File: src/rtl/mux_arb_pkg.sv
`default_nettype none
// ============================================================================
// Module      : mux_arb_pkg
// Description : Shared types and constants for the 4:1 mux round-robin
//               arbiter and its combinational picker.
// Revision    : 1.0 - initial release
// ============================================================================
package mux_arb_pkg;

    localparam int NUM_REQ = 4;
    localparam int SEL_W   = 2;

    typedef enum logic {
        IDLE  = 1'b0,
        GRANT = 1'b1
    } arb_state_t;

    // Expand a select index into the matching one-hot grant vector.
    function automatic logic [NUM_REQ-1:0] sel_to_onehot(input logic [SEL_W-1:0] sel);
        logic [NUM_REQ-1:0] oh;
        oh      = '0;
        oh[sel] = 1'b1;
        return oh;
    endfunction

endpackage : mux_arb_pkg
`default_nettype wire

File: src/rtl/rr_pick.sv
`default_nettype none
// ============================================================================
// Module      : rr_pick
// Description : Combinational round-robin scan. Starting one past the last
//               owner, returns the first asserted request; the last owner is
//               considered only after every other source.
// Revision    : 1.0 - initial release
// ============================================================================
module rr_pick
    import mux_arb_pkg::*;
(
    input  logic [NUM_REQ-1:0] req,
    input  logic [SEL_W-1:0]   last,
    output logic [SEL_W-1:0]   pick,
    output logic               any
);

    // Rotating priority scan: last+1, last+2, last+3, then last itself.
    always_comb begin
        logic [SEL_W-1:0] idx;
        logic             found;
        pick  = '0;
        any   = |req;
        found = 1'b0;
        idx   = '0;
        for (int i = 1; i <= NUM_REQ; i++) begin
            idx = last + SEL_W'(i);
            if (!found && req[idx]) begin
                pick  = idx;
                found = 1'b1;
            end
        end
    end

endmodule : rr_pick
`default_nettype wire

File: src/rtl/mux_rr_arbiter.sv
`default_nettype none
// ============================================================================
// Module      : mux_rr_arbiter
// Description : Round-robin arbiter driving the select of a 4:1 single-bit
//               mux, with a one-hot grant and a hold limit that bounds how
//               long one owner may keep the mux while others are waiting.
// Revision    : 1.0 - initial release
// ============================================================================
module mux_rr_arbiter
    import mux_arb_pkg::*;
#(
    parameter int HOLD_MAX = 4
) (
    input  logic                            clk,
    input  logic                            rst_n,
    input  logic [NUM_REQ-1:0]              req,
    output logic [SEL_W-1:0]                select,
    output logic [NUM_REQ-1:0]              grant,
    output logic                            grant_valid,
    output logic [$clog2(HOLD_MAX+1)-1:0]   hold_cnt
);

    localparam int              HOLD_W     = $clog2(HOLD_MAX + 1);
    localparam logic [HOLD_W-1:0] HOLD_LIMIT = HOLD_W'(HOLD_MAX);

    arb_state_t          state_q,       state_d;
    logic [SEL_W-1:0]    select_q,      select_d;
    logic [NUM_REQ-1:0]  grant_q,       grant_d;
    logic                grant_valid_q, grant_valid_d;
    logic [HOLD_W-1:0]   hold_cnt_q,    hold_cnt_d;
    logic [SEL_W-1:0]    last_owner_q,  last_owner_d;

    logic [SEL_W-1:0]    pick;
    logic                any_req;
    logic                owner_req;
    logic                others_req;

    rr_pick u_rr_pick (
        .req  (req),
        .last (last_owner_q),
        .pick (pick),
        .any  (any_req)
    );

    // Split requests into the current owner's bit and everyone else.
    always_comb begin
        owner_req  = req[select_q];
        others_req = |(req & ~sel_to_onehot(select_q));
    end

    // Next-state and registered-output computation for the arbitration FSM.
    always_comb begin
        state_d       = state_q;
        select_d      = select_q;
        grant_valid_d = grant_valid_q;
        hold_cnt_d    = hold_cnt_q;
        last_owner_d  = last_owner_q;

        unique case (state_q)
            IDLE: begin
                if (any_req) begin
                    state_d       = GRANT;
                    select_d      = pick;
                    grant_valid_d = 1'b1;
                    hold_cnt_d    = HOLD_W'(1);
                    last_owner_d  = pick;
                end
            end
            GRANT: begin
                if (!owner_req && !others_req) begin
                    // Nobody wants the mux: drop the grant but leave select
                    // alone so the mux output does not glitch.
                    state_d       = IDLE;
                    grant_valid_d = 1'b0;
                    hold_cnt_d    = '0;
                end else if (!owner_req) begin
                    // Owner released while others wait: hand over directly.
                    select_d      = pick;
                    hold_cnt_d    = HOLD_W'(1);
                    last_owner_d  = pick;
                end else if (!others_req) begin
                    // Uncontested owner keeps the mux; count saturates.
                    if (hold_cnt_q < HOLD_LIMIT) begin
                        hold_cnt_d = hold_cnt_q + HOLD_W'(1);
                    end
                end else if (hold_cnt_q < HOLD_LIMIT) begin
                    hold_cnt_d = hold_cnt_q + HOLD_W'(1);
                end else begin
                    // Hold limit reached with contenders: force a switch.
                    // The owner is scanned last, so pick is another source.
                    select_d      = pick;
                    hold_cnt_d    = HOLD_W'(1);
                    last_owner_d  = pick;
                end
            end
            default: begin
                state_d       = IDLE;
                grant_valid_d = 1'b0;
                hold_cnt_d    = '0;
            end
        endcase

        grant_d = grant_valid_d ? sel_to_onehot(select_d) : '0;
    end

    // State and output registers; async assert, release sync to clk upstream.
    always_ff @(posedge clk or negedge rst_n) begin
        if (!rst_n) begin
            state_q       <= IDLE;
            select_q      <= '0;
            grant_q       <= '0;
            grant_valid_q <= 1'b0;
            hold_cnt_q    <= '0;
            last_owner_q  <= SEL_W'(NUM_REQ - 1);
        end else begin
            state_q       <= state_d;
            select_q      <= select_d;
            grant_q       <= grant_d;
            grant_valid_q <= grant_valid_d;
            hold_cnt_q    <= hold_cnt_d;
            last_owner_q  <= last_owner_d;
        end
    end

    assign select      = select_q;
    assign grant       = grant_q;
    assign grant_valid = grant_valid_q;
    assign hold_cnt    = hold_cnt_q;

endmodule : mux_rr_arbiter
`default_nettype wire

File: config.mk
export PLATFORM = sky130hd
export DESIGN_NAME = mux_rr_arbiter
export DESIGN_NICKNAME = d
export VERILOG_FILES = /design/src/rtl/mux_arb_pkg.sv /design/src/rtl/rr_pick.sv /design/src/rtl/mux_rr_arbiter.sv
export SDC_FILE = /design/constraint.sdc
export NUM_CORES = 1
export LEC_CHECK = 0
export CAP_MARGIN = 20
export CORE_MARGIN = 2
export CORE_UTILIZATION = 45
export DETAILED_ROUTE_END_ITERATION = 8
export PLACE_DENSITY_LB_ADDON = 0.05
export SYNTH_ARGS = -nofsm -noshare
export SYNTH_HDL_FRONTEND = slang
export SYNTH_SLANG_ARGS = --single-unit
File: constraint.sdc
create_clock -name clk -period 2.4 [get_ports clk]
set_input_delay 0.48 -clock clk [delete_from_list [all_inputs] [get_ports clk]]
set_output_delay 0.48 -clock clk [all_outputs]
set_load 0.1 [all_outputs]
# --- Word-level counts from Yosys, hierarchy flattened ---
# Cells that the tools add are included.
word_totals:
  input_bits: 6
  elab_cells: 89
  output_inout_bits: 10
  register_bits: 13
op_classes:
  mux: 47
  reduce_logical: 15
  n_lt_le_gt_ge: 9
  n_eq_ne: 5
  add_sub_neg: 4
  n_bitwise: 3
ops:
  columns: ["op", "n"]
  rows:
  - ["two-way mux 2 bit", 14]
  - ["< comparator 2 x 3 -> 1 bit, second input constant", 6]
  - ["two-way mux 3 bit", 6]
  - ["two-way mux 1 bit", 14]
  - ["binary-select mux 1 bit (select 2 bit)", 5]
  - ["one-hot mux 2 bit (2 select lines)", 2]
  - ["OR reduction 4 bit", 2]
  - ["logical AND 1 bit", 6]
  - ["one-hot mux 3 bit (2 select lines)", 1]
  - ["zero test 1 bit", 5]
  - ["!= test 5 x 2 -> 1 bit, second input constant", 1]
  - ["adder 2 bit, second input constant", 2]
  - ["bitwise AND 4 bit", 1]
  - ["demux 1 bit (select 2 bit)", 2]
  - ["greater-or-equal comparator 2 x 1 -> 1 bit, second input constant", 2]
  - ["two-way mux 4 bit", 1]
  - ["!= test 2 bit, second input constant", 2]
  - ["inverter 4 bit", 1]
  - ["one-hot mux 1 bit (2 select lines)", 2]
  - ["AND reduction 4 bit", 1]
  - ["adder 3 x 1 -> 3 bit, second input constant", 1]
  - ["< comparator 3 bit, second input constant", 1]
  - ["!= test 3 x 2 -> 1 bit, second input constant", 1]
  - ["!= test 3 bit, second input constant", 1]
  - ["3 further kinds", 3]

# --- Longest topological paths before layout ---
# Gate-level depths: netlist of run 1.
depth:
  depth_word: 23
  ltp_mapped: 7
  mapped_depth_nobuf: 6

# --- Modules after synthesis ---
# A second synthesis of run 1 with hierarchy kept.
unflattened:
  hier_cells: 87
  hier_area_um2: 872.1
modules_own_cells:
  columns: ["mod", "area_per_inst_um2", "seq_area_each_um2", "cells_each", "n_inst"]
  rows:
  - ["mux_rr_arbiter", 790.8, 327.8, 73, 1]
  - ["rr_pick", 81.3, 0.0, 14, 1]

# --- Worst setup path before layout of run 1 ---
# Ideal clock, no wire load.
synth_timing:
  kind: "register to register"
  start: "register select_q[0], in the netlist select[0]"
  end: "register grant_q[3], in the netlist grant[3]"
  synth_period_minus_slack_ps: 2497
  path_buffers: 0
  setup_time_ps: 64
  required_ps: 2336
  stages_incl_launch_ff: 6
  t_arrival_ps: 2433
  setup_slack_ps: -97
  cell_sequence: "dfrtp_1 mux2_2 or4_4 a32oi_2 nand3_1 a2bb2o_2"
synth_between:
  elab_chain_len: 16
  elab_cells_between_ends: 27
  cone_classes: "4 x order compare; 15 x mux; 2 x bitwise; 6 x reduce/logical"
synth_lines:
  columns: ["item", "line", "rtl"]
  rows:
  - ["start: declaration", "mux_rr_arbiter.sv:27", "logic [SEL_W-1:0] select_q, select_d;"]
  - ["start signal: assignment", "mux_rr_arbiter.sv:117", "select_q <= select_d;"]
  - ["< comparator 2 x 3 -> 1 bit (not written as such) or greater-or-equal comparator 2 x 1 -> 1 bit (tied branches)", "mux_arb_pkg.sv:22", "oh[sel] = 1'b1;"]
  - ["logical AND 1 bit (not written as such)", "mux_arb_pkg.sv:22", null]
  - ["two-way mux 1 bit (not written as such)", "mux_arb_pkg.sv:22", null]
  - ["demux 1 bit (select 2 bit)", "mux_arb_pkg.sv:22", null]
  - ["inverter 4 bit", "mux_rr_arbiter.sv:48", "others_req = |(req & ~sel_to_onehot(select_q));"]
  - ["bitwise AND 4 bit", "mux_rr_arbiter.sv:48", null]
  - ["OR reduction 4 bit", "mux_rr_arbiter.sv:48", null]
  - ["two-way mux 2 bit or zero test 1 bit (tied branches)", null, null]
  - ["two-way mux 2 bit or logical AND 1 bit (tied branches)", "mux_rr_arbiter.sv:76, mux_rr_arbiter.sv:70", null]
  - ["two-way mux 2 bit", "mux_rr_arbiter.sv:70", "if (!owner_req && !others_req) begin"]
  - ["one-hot mux 2 bit (2 select lines)", "mux_rr_arbiter.sv:59", "unique case (state_q)"]
  - ["< comparator 2 x 3 -> 1 bit (not written as such) or greater-or-equal comparator 2 x 1 -> 1 bit (tied branches)", "mux_arb_pkg.sv:22", null]
  - ["logical AND 1 bit (not written as such)", "mux_arb_pkg.sv:22", null]
  - ["two-way mux 1 bit (not written as such)", "mux_arb_pkg.sv:22", null]
  - ["demux 1 bit (select 2 bit)", "mux_arb_pkg.sv:22", null]
  - ["two-way mux 4 bit (*)", "mux_rr_arbiter.sv:103", "grant_d = grant_valid_d ? sel_to_onehot(select_d) : '0;"]
  - ["via grant_d[3]", "mux_rr_arbiter.sv:28", "logic [NUM_REQ-1:0] grant_q, grant_d;"]
  - ["end signal: assignment", "mux_rr_arbiter.sv:118", "grant_q <= grant_d;"]
  - ["end: declaration", "mux_rr_arbiter.sv:28", null]
# The timed path passes the listed nets; every way through them passes the cells marked *. The select of a mux whose other input is x is not followed.
# A chain may end at the register's enable or synchronous reset.

# --- Worst setup path in the final report of run 1 ---
layout_timing:
  start: "input req[3]"
  end: "register grant_q[2], in the netlist grant[2]"
layout_between:
  elab_chain_len: 22
  elab_cells_between_ends: 44
  cone_classes: "2 x order compare; 29 x mux; 1 x bitwise; 12 x reduce/logical"
layout_lines:
  columns: ["item", "line", "rtl"]
  rows:
  - ["start: declaration", "mux_rr_arbiter.sv:16", "input logic [NUM_REQ-1:0] req,"]
  - ["binary-select mux 1 bit (select 2 bit)", "rr_pick.sv:28", "if (!found && req[idx]) begin"]
  - ["two-way mux 1 bit (not written as such)", "rr_pick.sv:28", null]
  - ["two-way mux 1 bit", "rr_pick.sv:28", null]
  - ["zero test 1 bit", "rr_pick.sv:28", null]
  - ["logical AND 1 bit", "rr_pick.sv:28", null]
  - ["two-way mux 1 bit", "rr_pick.sv:28", null]
  - ["zero test 1 bit", "rr_pick.sv:28", null]
  - ["logical AND 1 bit", "rr_pick.sv:28", null]
  - ["[7 not listed]", null, null]
  - ["two-way mux 2 bit", "mux_rr_arbiter.sv:70", null]
  - ["one-hot mux 2 bit (2 select lines)", "mux_rr_arbiter.sv:59", null]
  - ["< comparator 2 x 3 -> 1 bit (not written as such) or greater-or-equal comparator 2 x 1 -> 1 bit (tied branches)", "mux_arb_pkg.sv:22", null]
  - ["logical AND 1 bit (not written as such)", "mux_arb_pkg.sv:22", null]
  - ["two-way mux 1 bit (not written as such)", "mux_arb_pkg.sv:22", null]
  - ["demux 1 bit (select 2 bit)", "mux_arb_pkg.sv:22", null]
  - ["two-way mux 4 bit (*)", "mux_rr_arbiter.sv:103", null]
  - ["via grant_d[2]", "mux_rr_arbiter.sv:28", null]
# Marks and branches as above.

==> results of run 1 <==
cell usage in the layout (no fill, tap or decap), types with 2 or more instances in the layout:
| cell | count |
|---|---|
| clkdlybuf4s50_1 | 5 |
| clkbuf_4 | 3 |
| nand4_1 | 2 |
| nand2b_1 | 2 |
| nor2_1 | 5 |
| ha_1 | 2 |
| o21ai_1 | 3 |
| nor3b_1 | 2 |
| mux2_2 | 2 |
| nor2b_1 | 3 |
| a21oi_1 | 4 |
| inv_1 | 10 |
| dfrtp_1 | 10 |
| a31oi_1 | 4 |
| o31ai_1 | 2 |
| nand2_1 | 11 |
| o21ai_0 | 4 |
| a21boi_1 | 2 |
| nor3_1 | 3 |
| dfstp_2 | 2 |
| nand3_1 | 3 |
| buf_4 | 22 |
worst max-delay path, stage by stage:
cell,delay (ps)
clkdlybuf4s50_1,470
mux2_2,290
or4_4,430
a32oi_2,270
buf_4,190
nand4_1,110
o31ai_1,90
synthesized netlist by cell type, drive strengths merged (3+ instances only):
master / number
dfrtp: 11
nand2: 11
inv: 10
o21ai: 7
nor2: 5
a21oi: 4
a31oi: 4
buf: 4
clkbuf: 3
nand3: 3
nor2b: 3
nor3: 3
registers in the layout (all words and copies together), names as in the netlist:
signal        flops
grant             4
hold_cnt          3
last_owner_q      2
select            2
grant_valid       1
state_q           1
final cells by class:
class                      count  area, sq um
fill                         169        668.1
multi-input combinational     66        437.9
sequential                    13        329.1
timing repair buffer          27        215.2
inverter                      10        37.54
tap                           25        31.28
clock buffer                   4        26.28
stage by stage:
| stage | area [sq um] | setup TNS (ps) | utilization, % |
|---|---|---|---|
| 2_1_floorplan | 848.3 | 0 | - |
| 3_3_place_gp | 1051 | 0 | 60.22 |
| 3_5_place_dp | 1051 | -5.240 | 60.22 |
| 4_1_cts | 1077 | 0 | 61.72 |
| 5_1_grt | 1077 | 0 | 61.72 |
| 6_report | 1077 | 0 | 61.72 |
kinds of logic after synthesis:
group | count (synthesis) | share of synthesized area [%]
flops | 13 | 38.70
simple gates | 33 | 19.64
mux | 3 | 5.317
xor+xnor | 1 | 1.034
fa+ha+maj | 2 | 2.954
compound gates | 27 | 22.75
buf+inv | 17 | 9.601
path summary, 6_finish.rpt:
| kind | startpoint | endpoint |
|---|---|---|
| setup / recovery | req[3] | grant[2] |
| hold reg to reg | last_owner_q[1] | last_owner_q[1] |
| setup reg to reg | select[0] | grant[2] |
| max in group asynchronous | rst_n | select[0] |
| min in group asynchronous | rst_n | hold_cnt[2] |
| hold / removal | last_owner_q[1] | last_owner_q[1] |
layer usage:
layer | up-vias | part of all wire [%] | GRT usage (%)
li1 | 394 | - | -
met1 | 359 | 47 | 24.65
met2 | 16 | 47 | 30.54
met3 | 5 | 4.6 | 5.769
met4 | 0 | 2.0 | 10.00
met5 | - | 0 | 0
==> results.md, run 1 <==
| Step | Quantity | Reported |
|:---|:---|:---|
| yosys | Syn avg cell area | 8.824 sq um |
| timing | Setup violations, final | 0 |
| hold path | Count of cells along the worst hold path | 2 |
| finish | Number of diodes added for antenna fixing | 0 |
| detailed routing | Average via count per standard cell | 5.338 |
| floorplanning | Core footprint | 1745 sq um |
| timing | Hold WS | 541.1 ps |
| yosys | Dominant cells by area after synthesis | dfrtp_1 32%, dfstp_2 6.2%, nand2_1 4.9% |
| yosys | Number of library cell types mapped by synthesis | 34 |
| place | Half-perimeter wire length after placement | 1.416 mm |
| clock network | Clock edge transition at the registers on the reported setup and hold paths | 80 ps |
| yosys | Portion of synthesized cell area occupied by the leading cell type | 32.50% |
| critical path | Worst-path fanout max | 7 |
| critical path | Critical Path End Type | register |
| timing | RSZ-0062 raised after global routing | false |
| detailed routing | Number of vias in the routed layout | 774 |
| timing | Count of final hold-check violations | 0 |
| critical path | Data required time at the worst endpoint | 2590 ps |
| hold path | Worst min-delay path category | reg -> reg |
| floorplanning | Site row count | 15 |
| yosys | Part of the Yosys area used for sequential elements | 38.70% |
| detailed routing | Iteration count of the initial detailed-routing pass | 4 |
| finish | Fraction of final layout cells with drive strength greater than 1 | 28.33% |
| yosys | Synthesized netlist net count | 104 |
| place | Worst slack, placed | -5.240 ps |
| floorplanning | DIE HEIGHT | 47.39 microns |
| timing | Achievable frequency | 0.4651 GHz |
| yosys | Post-synth EDFFs | 0 |
| timing | Final critical-path share of the clock period | 89.59% |
| grt | Vias in the first global route | 668 |
| grt | Number of antenna violations at the first check in global routing | 0 |
| yosys | FFs w/ async S/R, synth | 100.0% |
| floorplanning | Die area | 2245 sq um |
| detailed routing | Routed length per instance | 12.72 microns |
| detailed routing | Final ANT Viol Nets | 0 |
| place | Number of port buffers | 15 |
| critical path | CP Launch Type | primary input |
| finish | Finished Layout Cells | 145 |
| detailed routing | Starting DRC count in detailed routing | 24 |
| floorplanning | Effective utilization at floorplan | 48.53% |
| detailed routing | Final routed DRC violation total | 0 |
| clock network | Clock Latency Late Sink | 280 ps |
| timing | Crit path setup slack, layout | 249.9 ps |
| clock network | TritonCTS clock tree | built |
| clock network | Clock Path Buffers | 2 |
| yosys | Leading area contributor after synthesis | dfrtp_1 |
| clock network | Clk sink count | 13 |
| timing | Slew at the pin closest to its max-slew limit | 585.2 ps |
| yosys | Mapped Area | 847.1 sq um |
| timing | Largest clock skew in the final design | 3.125 ps |
| detailed routing | Detailed-route wire length | 1.845 mm |
| yosys | Gate count of the mapped netlist | 96 |
| outcome | Outcome | completed |
| critical path | Worst reg-to-reg setup slack | 420 ps |
| grt | Global-route wire length before repair | 2.994 mm |
| yosys | Yosys Warn Count | 0 |
| place | Global placer's final weighted congestion | 0.8573 |
| critical path | Worst path arrival time | 2340 ps |
| grt | Overall Global Routing Usage | 19.69% |
| clock network | Maximum level of the CTS H-tree | 1 |
| clock network | Number of resized instances in the post-cts repair step | 0 |
| critical path | Number of cells on the worst reg-to-reg path | 6 |
| finish | Post-layout nets | 129 |
| floorplanning | Die extent in x | 47.39 microns |
| critical path | Worst setup path category | in -> reg |
| clock network | Total of hold buffers inserted after clock tree synthesis | 0 |
| timing | Final slew viol count | 0 |
| place | # placed instances | 141 |
| clock network | Post-CTS setup-driven buffer insertion count | 0 |
| yosys | Seq cells post-synth | 13 |
| grt | Total overflow reported by the global router | 0 |
| timing | Relative max-transition margin | 60.86% |
| yosys | Dominant synthesized flop cell | dfrtp_1 |
| finish | Synthesis-to-layout area growth | 27.18% |
| timing | Minimum clock period after layout | 2150 ps |
| grt | Pin count of the biggest net entering global routing | 14 |
| job | Number of maximum-capacitance constraint violations | 0 |
| floorplanning | Ports | 16 |
| clock network | Root buffer cell | clkbuf_4 |
| clock network | Clock buffer count from CTS | 3 |
Power of run 1 is left out: the tool's default activity adds up to more than one toggle a clock period on the data nets, which glitch-free logic cannot reach.
==> run 2, diff against run 1 <==
--- a/config.mk
+++ b/config.mk
@@ -5,10 +5,10 @@
 export SDC_FILE = /design/constraint.sdc
 export NUM_CORES = 1
 export LEC_CHECK = 0
-export CAP_MARGIN = 20
 export CORE_MARGIN = 2
 export CORE_UTILIZATION = 45
 export DETAILED_ROUTE_END_ITERATION = 8
+export MAX_ROUTING_LAYER = met4
 export PLACE_DENSITY_LB_ADDON = 0.05
 export SYNTH_ARGS = -nofsm -noshare
 export SYNTH_HDL_FRONTEND = slang
==> results.md, run 2 (same netlist as run 1, synthesis figures left out) <==
| Step | Quantity | Reported | Change |
|:---|:---|:---|:---|
| critical path | Worst path arrival time | 2340 ps | about the same |
| grt | Number of antenna violations at the first check in global routing | 0 | unchanged |
| floorplanning | Site row count | 15 | unchanged |
| timing | Setup violations, final | 0 | unchanged |
| floorplanning | Die extent in x | 47.39 microns | unchanged |
| place | Global placer's final weighted congestion | 0.8710 | +1.6% |
| timing | Final slew viol count | 0 | unchanged |
| clock network | Clock buffer count from CTS | 3 | unchanged |
| timing | Hold WS | 541.5 ps | +0.3770 ps |
| detailed routing | Detailed-route wire length | 1.832 mm | -0.70% |
| grt | Global-route wire length before repair | 2.980 mm | -0.47% |
| finish | Fraction of final layout cells with drive strength greater than 1 | 28.33% | unchanged |
| detailed routing | Final ANT Viol Nets | 0 | unchanged |
| detailed routing | Starting DRC count in detailed routing | 24 | unchanged |
| grt | GR Util met1 | 24.42% | -0.23 points |
| timing | Count of final hold-check violations | 0 | unchanged |
| place | Number of port buffers | 15 | unchanged |
| clock network | Clock Latency Late Sink | 280 ps | about the same |
| finish | Most common library cell in the layout ignoring fill and taps | buf_4 |  |
| finish | Most frequent cells in the layout | 22 x buf_4, 11 x nand2_1, 10 x inv_1, 10 x dfrtp_1 |  |
| grt | Pin count of the biggest net entering global routing | 14 | unchanged |
| grt | Total overflow reported by the global router | 0 | unchanged |
| grt | Overall Global Routing Usage | 20.24% | +0.55 points |
| finish | Max FFs per register | 4 | unchanged |
| clock network | Root buffer cell | clkbuf_4 |  |
| place | Half-perimeter wire length after placement | 1.416 mm | unchanged |
| grt | GR met3 Demand/Resource | 5.769% | unchanged |
| timing | Largest clock skew in the final design | 2.755 ps | -0.3700 ps |
| detailed routing | Average via count per standard cell | 5.372 | +0.65% |
| detailed routing | Routed length per instance | 12.63 microns | -0.70% |
| timing | Achievable frequency | 0.4644 GHz | -0.14% |
| timing | Final critical-path share of the clock period | 89.71% | +0.13 points |
| clock network | Clock Path Buffers | 2 | unchanged |
| clock network | Clock edge transition at the registers on the reported setup and hold paths | 80 ps | about the same |
| finish | Layout fillers | 169 | unchanged |
| critical path | CP Launch Type | primary input |  |
| clock network | Maximum level of the CTS H-tree | 1 | unchanged |
| job | Number of maximum-capacitance constraint violations | 0 | unchanged |
| detailed routing | Final routed DRC violation total | 0 | unchanged |
| finish | Synthesis-to-layout area growth | 27.18% | unchanged |
| clock network | TritonCTS clock tree | built |  |
| finish | Post-layout nets | 129 | unchanged |
| clock network | Number of resized instances in the post-cts repair step | 0 | unchanged |
| floorplanning | Effective utilization at floorplan | 48.53% | unchanged |
| floorplanning | Core footprint | 1745 sq um | unchanged |
| outcome | Outcome | completed |  |
| grt | Vias in the first global route | 670 | +0.30% |
| clock network | Clk sink count | 13 | unchanged |
| floorplanning | Die area | 2245 sq um | unchanged |
| timing | Minimum clock period after layout | 2153 ps | +3.024 ps |
| detailed routing | Number of vias in the routed layout | 779 | +0.65% |
| timing | RSZ-0062 raised after global routing | false |  |
| clock network | Total of hold buffers inserted after clock tree synthesis | 0 | unchanged |
| clock network | Post-CTS setup-driven buffer insertion count | 0 | unchanged |
| floorplanning | Ports | 16 | unchanged |
| critical path | Data required time at the worst endpoint | 2590 ps | about the same |
| timing | Relative max-transition margin | 61.00% | +0.13 points |
| grt | GR Layer Usage met2 | 30.54% | unchanged |
| grt | GRT busiest layer | met2 |  |
| detailed routing | Iteration count of the initial detailed-routing pass | 4 | unchanged |
| hold path | Worst min-delay path category | reg -> reg |  |
| finish | Number of diodes added for antenna fixing | 0 | unchanged |
| critical path | Critical Path End Type | register |  |
| floorplanning | DIE HEIGHT | 47.39 microns | unchanged |
| critical path | Worst setup path category | in -> reg |  |
| critical path | Worst-path fanout max | 7 | unchanged |
| timing | Slew at the pin closest to its max-slew limit | 583.2 ps | -1.990 ps |
-- run 2: cell counts in the layout (fill, tap and decap cells not counted) --
Identical to the previous run, type by type.
-- run 2: final timing paths --
check                                start               to  slack [ps]  cells after the start
min in group asynchronous            rst_n      hold_cnt[2]         570                      1
min                        last_owner_q[1]  last_owner_q[1]         540                      2
min reg2reg                last_owner_q[1]  last_owner_q[1]         540                      2
max reg2reg                      select[0]         grant[2]         420                      6
max                                 req[3]         grant[2]         250                      7
max in group asynchronous            rst_n        select[0]        1420                      1
-- run 2: critical path: stages --
cell             delay [ps]
clkdlybuf4s50_1         470
mux2_2                  290
or4_4                   430
a32oi_2                 270
buf_4                   200
nand4_1                 110
o31ai_1                  90
-- run 2: per-stage QoR --
stage / setup TNS, ps / utilization, % / instances / instance area (sq um) / worst slack (ps)
final: 0 / 61.72 / 145 / 1077 / 246.9
after global routing: 0 / 61.72 / 145 / 1077 / 164.3
after CTS: 0 / 61.72 / 145 / 1077 / 265.8
after detailed placement: -5.240 / 60.22 / 141 / 1051 / -5.240
after global placement: 0 / 60.22 / 141 / 1051 / 13.22
after floorplan: 0 / - / 96 / 848.3 / 25.46
-- run 2: area by class of cell --
cell class | count | area (sq um) | share of cell area, %
tap | 25 | 31.28 | 2.904
inverter | 10 | 37.54 | 3.484
multi-input combinational | 66 | 437.9 | 40.65
timing repair buffer | 27 | 215.2 | 19.98
clock buffer | 4 | 26.28 | 2.439
sequential | 13 | 329.1 | 30.55
-- run 2: per-layer routing --
metal  wire, microns  vias to the layer above  share of wire (%)
met5               0                        -                  0
met4              37                        0                2.0
met3              88                        5                4.8
met2             850                       18                 46
met1             856                      362                 47
li1                -                      394                  -
Power of run 2 is left out for the same reason.
